[src/rtl/mem_arbiter.sv]
// -----------------------------------------------------------------------------
// mem_arbiter
//
// Shares one memory port between an instruction-fetch requester (i_*) and a
// load/store requester (d_*). Only one transaction is in flight at a time.
// When both ports request in the same idle cycle, the port that was not
// served last wins, so two ports that request continuously alternate.
//
// Parameters
//   AW        address width in bits
//   DW        data width in bits (DW/8 byte strobes)
//
// Ports
//   clk, reset                  single clock, synchronous active-high reset
//   i_req, i_addr               fetch request and address
//   i_rdata, i_ack              fetch read data and one-cycle completion pulse
//   d_req, d_addr, d_wen,       data request: address, store enable,
//   d_wdata, d_strobe           store data, byte enables
//   d_rdata, d_ack              load data and one-cycle completion pulse
//   m_req, m_addr, m_wen,       shared memory port request and transaction
//   m_wdata, m_strobe           fields, held stable until m_ack
//   m_rdata, m_ack              shared memory port read data and completion
// -----------------------------------------------------------------------------
module mem_arbiter #(
    parameter int AW = 64,
    parameter int DW = 64
) (
    input  logic              clk,
    input  logic              reset,

    input  logic              i_req,
    input  logic [AW-1:0]     i_addr,
    output logic [DW-1:0]     i_rdata,
    output logic              i_ack,

    input  logic              d_req,
    input  logic [AW-1:0]     d_addr,
    input  logic              d_wen,
    input  logic [DW-1:0]     d_wdata,
    input  logic [DW/8-1:0]   d_strobe,
    output logic [DW-1:0]     d_rdata,
    output logic              d_ack,

    output logic              m_req,
    output logic [AW-1:0]     m_addr,
    output logic              m_wen,
    output logic [DW-1:0]     m_wdata,
    output logic [DW/8-1:0]   m_strobe,
    input  logic [DW-1:0]     m_rdata,
    input  logic              m_ack
);

    localparam int SW = DW / 8;

    typedef enum logic [1:0] {
        IDLE   = 2'd0,
        BUSY_I = 2'd1,
        BUSY_D = 2'd2
    } state_t;

    typedef enum logic {
        GRANT_I = 1'b0,
        GRANT_D = 1'b1
    } grant_t;

    state_t          state_q,       state_d;
    grant_t          last_grant_q,  last_grant_d;
    logic [AW-1:0]   hold_addr_q,   hold_addr_d;
    logic            hold_wen_q,    hold_wen_d;
    logic [DW-1:0]   hold_wdata_q,  hold_wdata_d;
    logic [SW-1:0]   hold_strobe_q, hold_strobe_d;

    // D wins when it is the only requester, or on a tie when I was served last.
    logic            pick_d;
    logic            pick_i;

    always_comb begin
        pick_d = d_req && (!i_req || (last_grant_q == GRANT_I));
        pick_i = i_req && !pick_d;
    end

    // Next-state, holding-register and completion logic.
    always_comb begin
        state_d       = state_q;
        last_grant_d  = last_grant_q;
        hold_addr_d   = hold_addr_q;
        hold_wen_d    = hold_wen_q;
        hold_wdata_d  = hold_wdata_q;
        hold_strobe_d = hold_strobe_q;
        i_ack         = 1'b0;
        d_ack         = 1'b0;
        i_rdata       = '0;
        d_rdata       = '0;

        unique case (state_q)
            IDLE: begin
                // m_ack while idle has no owner and is dropped.
                if (pick_d) begin
                    state_d       = BUSY_D;
                    hold_addr_d   = d_addr;
                    hold_wen_d    = d_wen;
                    hold_wdata_d  = d_wdata;
                    hold_strobe_d = d_strobe;
                end else if (pick_i) begin
                    state_d       = BUSY_I;
                    hold_addr_d   = i_addr;
                    hold_wen_d    = 1'b0;
                    hold_wdata_d  = '0;
                    hold_strobe_d = '0;
                end
            end

            BUSY_I: begin
                // Completes even if i_req has since dropped.
                if (m_ack) begin
                    state_d      = IDLE;
                    last_grant_d = GRANT_I;
                    i_ack        = !reset;
                    i_rdata      = reset ? '0 : m_rdata;
                end
            end

            BUSY_D: begin
                if (m_ack) begin
                    state_d      = IDLE;
                    last_grant_d = GRANT_D;
                    d_ack        = !reset;
                    d_rdata      = reset ? '0 : m_rdata;
                end
            end

            default: begin
                state_d = IDLE;
            end
        endcase
    end

    // A reset in the same cycle as m_ack abandons the transaction, so the
    // ack outputs above are also masked by reset.
    always_ff @(posedge clk) begin
        if (reset) begin
            state_q       <= IDLE;
            last_grant_q  <= GRANT_I;
            hold_addr_q   <= '0;
            hold_wen_q    <= 1'b0;
            hold_wdata_q  <= '0;
            hold_strobe_q <= '0;
        end else begin
            state_q       <= state_d;
            last_grant_q  <= last_grant_d;
            hold_addr_q   <= hold_addr_d;
            hold_wen_q    <= hold_wen_d;
            hold_wdata_q  <= hold_wdata_d;
            hold_strobe_q <= hold_strobe_d;
        end
    end

    // Shared port is driven straight from the holding registers, so its
    // fields cannot move while a transaction is outstanding.
    always_comb begin
        m_req    = (state_q != IDLE);
        m_addr   = hold_addr_q;
        m_wen    = hold_wen_q;
        m_wdata  = hold_wdata_q;
        m_strobe = hold_strobe_q;
    end

endmodule

[config.mk]
export PLATFORM = sky130hd
export DESIGN_NAME = mem_arbiter
export DESIGN_NICKNAME = d
export VERILOG_FILES = /design/src/rtl/mem_arbiter.sv
export SDC_FILE = /design/constraint.sdc
export NUM_CORES = 1
export LEC_CHECK = 0
export CAP_MARGIN = 20
export CORE_AREA = 4 4 206 208
export CTS_CLUSTER_DIAMETER = 120
export DETAILED_ROUTE_END_ITERATION = 12
export DIE_AREA = 0 0 210 212
export GPL_TIMING_DRIVEN = 0
export MAX_ROUTING_LAYER = met4
export SYNTH_ARGS = -nofsm -noshare
export SYNTH_HDL_FRONTEND = slang
export SYNTH_SLANG_ARGS = --single-unit
[constraint.sdc]
create_clock -name clk -period 2.9 [get_ports clk]
set_input_delay 0.87 -clock clk [delete_from_list [all_inputs] [get_ports clk]]
set_output_delay 0.87 -clock clk [all_outputs]
set_load 0.01 [all_outputs]
==> summary.txt <==
Power and ir drop
  • Switch share: 29.6%
  • Power density cells: 524 nW/µm²
  • Net Switching: 2.03 mW
  • Overall power: 6.87 mW
  • Combinational Power Share: 29.6%
  • Worst vdd ir: 0.561 mV
  • Lkg Pwr: about 5.3 nW
  • Int Power: 4.84 mW
  • Reg power frac: 32.9%
  • Clk pwr share: a little under two fifths

STA
  • Worst Skew: between 0.007 and 0.008 ns
  • Setup-failing EPs final: 11
  • Final Hold Viols: 0
  • Fmax: 341 MHz
  • Unrepaired setup endpoints after global routing: true
  • Count of pins over their slew limit: 0
  • Worst-Margin Slew: 0.846 ns
  • Fin crit share: 101%
  • Slew HR: a little over two fifths
  • Final min period: 2.94 ns
  • Final WS setup: -0.0368 ns

Global routing
  • Busiest layer in global routing: met2
  • GRT Residual Overflow: 0
  • Vias in the first global route: 8531
  • GR Util met3: between 4 and 5%
  • Largest net degree at the start of global routing: 17
  • First-pass GRT wire length: 56.9 mm
  • M2 GR Usage: approximately a third
  • Initial antenna violation count: 14
  • Met1 usage: 17.8%
  • Total global-route track usage: 18.0%

Run
  • MaxCap Viol Count: 0

Drt
  • Detailed Routing Iterations Pass 1: 5
  • DRT antenna net count: 0
  • Final WL: 41.6 mm
  • DRT iter0 DRCs: 327
  • Drt drc: 0
  • Via-to-Cell Ratio: about 4.3
  • Drt wl/cell: around 22 µm
  • Via count: between 8000 and 9000

Worst setup path
  • WP data arrival: 2.07 ns
  • Critical Path End: i_rdata[28]
  • Worst Reg-to-Reg Cells: 6
  • Reg2reg setup slack: 0.71 ns
  • CP startpoint: m_ack
  • Worst Setup Start Kind: input pin
  • WP data required: 2.03 ns
  • Reg2reg start: state_q[0]$_SDFFE_PP0P_
  • Crit Path Class: in2out
  • Crit Path Max Fanout: 5
  • Crit. End Element: output port
  • FF-to-FF End: m_strobe[3]$_SDFFE_PP0P_

Die
  • Initial Util: approximately 16%
  • Die ar.: between 40000 and 50000 µm²
  • Core area: 40600 µm²
  • Die height: 212 µm
  • I/O pins: 538
  • Die X: 210 µm
  • Num rows: 74

CTS
  • H-tree levels: 4
  • CTS tree: yes
  • Clock Pin Slew Worst Setup and Hold Paths: 0.06 ns
  • Hold Buf Count CTS: 0
  • Clock Sinks: 140
  • Root buf cell: clkbuf_16
  • TritonCTS buffer count: 17
  • Clock latency on the worst-skew pair: 0.43 ns
  • Longest Clk Path Bufs: 2

Logic synthesis
  • Yosys warning count: 0
  • Synth Register Bits: 140
  • Synth area leaders: dfxtp_1, and2_1, a32oi_1, nor2_1, a211oi_2
  • Post-synth top area share: between 40% and 50%
  • Syn Area/Cell: 8.41 µm²
  • Syn Nets: approximately 1000
  • Synthesized cell area: around 6500 µm²
  • Cell taking the most area after synthesis: dfxtp_1
  • Sequential share of the synthesized area: 43.0%
  • Cells after Synth: 775
  • Yosys cell types: 25

Layout
  • Fin nets: 1616
  • Fin area: 13100 µm²
  • Area grow syn2layout: 101%
  • Commonest non-fill, non-tap cell in the layout: clkdlybuf4s50_1
  • Most frequent cells in the layout: clkdlybuf4s50_1, nor2_1, dfxtp_1
  • Layout cells sized above 1: 18.6%
  • Fill cells: 4326

Placement
  • Routability cong.: 0.990
  • Place WS: -1.16 ns
  • PortBufs: about 540
  • Post-detail-place hpwl: 33.4 mm
  • DP Area: 12600 µm²

Min path
  • Min-delay worst type: reg2reg

Status
  • Outcome: finished with violations
  • Failing checks: setup timing
## what timing repair did
action,CTS,global route
buffers inserted,9,1
pin swaps,2,0
resized for setup,492,30
setup endpoints to repair,130,95
gates cloned,5,0
## state kept, by name, summed over array words and instances (netlist names)
register and count:
m_addr 64, m_wdata 64, m_strobe 8, state_q 2
last_grant_q 1, m_wen 1
## per-stage QoR
stage / setup TNS (ns) / std cells / util [%] / hold slack, ns
6_report: -0.281 / 1897 / 32.3 / 0.488
5_1_grt: -1.20 / 1897 / 32.3 / 0.514
4_1_cts: -0.858 / 1889 / 32.3 / 0.491
3_5_place_dp: -125.38 / 1843 / 31.0 / 0.472
3_3_place_gp: -124.03 / 1843 / 31.0 / 0.465
2_1_floorplan: 0 / 775 / - / 0.467
## metal layers
metal  share of wire [%]  vias to the layer above
li1                    -                     3845
met1                  36                     3909
met2                  53                      381
met3                 6.4                       72
met4                 4.4                        0
met5                   0                        -
## power groups by stage
stage / clock network [mW] / logic (mW) / registers, mW
global placement: 0 / 2.03 / 2.29
finish: 2.57 / 2.04 / 2.26
detailed placement: 0 / 2.04 / 2.30
CTS: 2.65 / 2.06 / 2.26
global route: 2.72 / 2.18 / 2.28
floorplan: 0 / 0.751 / 2.38
## cells in the mapped netlist, drive strengths merged
master and count:
dfxtp 140, nor2 138, and2 128, a32oi 73
a21oi 66, nand2 65, a211oi 64, buf 49
clkbuf 33, ha 3, inv 3, o21ai 3
and3b 2, or3 2, a21bo 1, a21boi 1
a22oi 1, nor2b 1, nor3b 1, o21a 1
## final cells by class
class | instances | area [µm²] | area share [%]
Antenna cell | 9 | 22.5 | 0.172
Buffer | 80 | 505 | 3.86
Clock buffer | 22 | 464 | 3.54
Clock inverter | 10 | 210 | 1.60
Inverter | 3 | 11.3 | 0.0859
Multi-Input combinational cell | 550 | 3360 | 25.6
Sequential cell | 140 | 2810 | 21.4
Tap cell | 532 | 666 | 5.08
Timing Repair Buffer | 551 | 5060 | 38.6
## critical path, stage by stage
cell     delay, ns
buf_2         0.12
and3b_2       0.25
buf_8         0.15
buf_8         0.13
buf_8         0.12
buf_4         0.12
and2_1        0.15
buf_2         0.14
## worst min-delay path by stage
stage	from	slack (ns)	depth (start not counted)	endpoint
after floorplan	state_q[0]$_SDFFE_PP0P_	0.47	2	state_q[0]$_SDFFE_PP0P_
after global placement	m_wdata[36]$_SDFFE_PP0P_	0.47	2	m_wdata[36]$_SDFFE_PP0P_
after detailed placement	m_wdata[29]$_SDFFE_PP0P_	0.47	2	m_wdata[29]$_SDFFE_PP0P_
after CTS	m_wdata[8]$_SDFFE_PP0P_	0.49	2	m_wdata[8]$_SDFFE_PP0P_
after global routing	m_strobe[1]$_SDFFE_PP0P_	0.51	2	m_strobe[1]$_SDFFE_PP0P_
final	m_wdata[8]$_SDFFE_PP0P_	0.49	2	m_wdata[8]$_SDFFE_PP0P_
## kinds of logic (layout without fill, tap and decap cells)
group           Yosys count  after routing  synth area share (%)
simple gates            337            337                  24.6
other cells               0              9                     0
buf+inv                  85            666                  5.95
flops                   140            140                  43.0
compound gates          210            210                  25.9
fa+ha+maj                 3              3                 0.576
No activity file was read; power rests on OpenSTA's default activity.
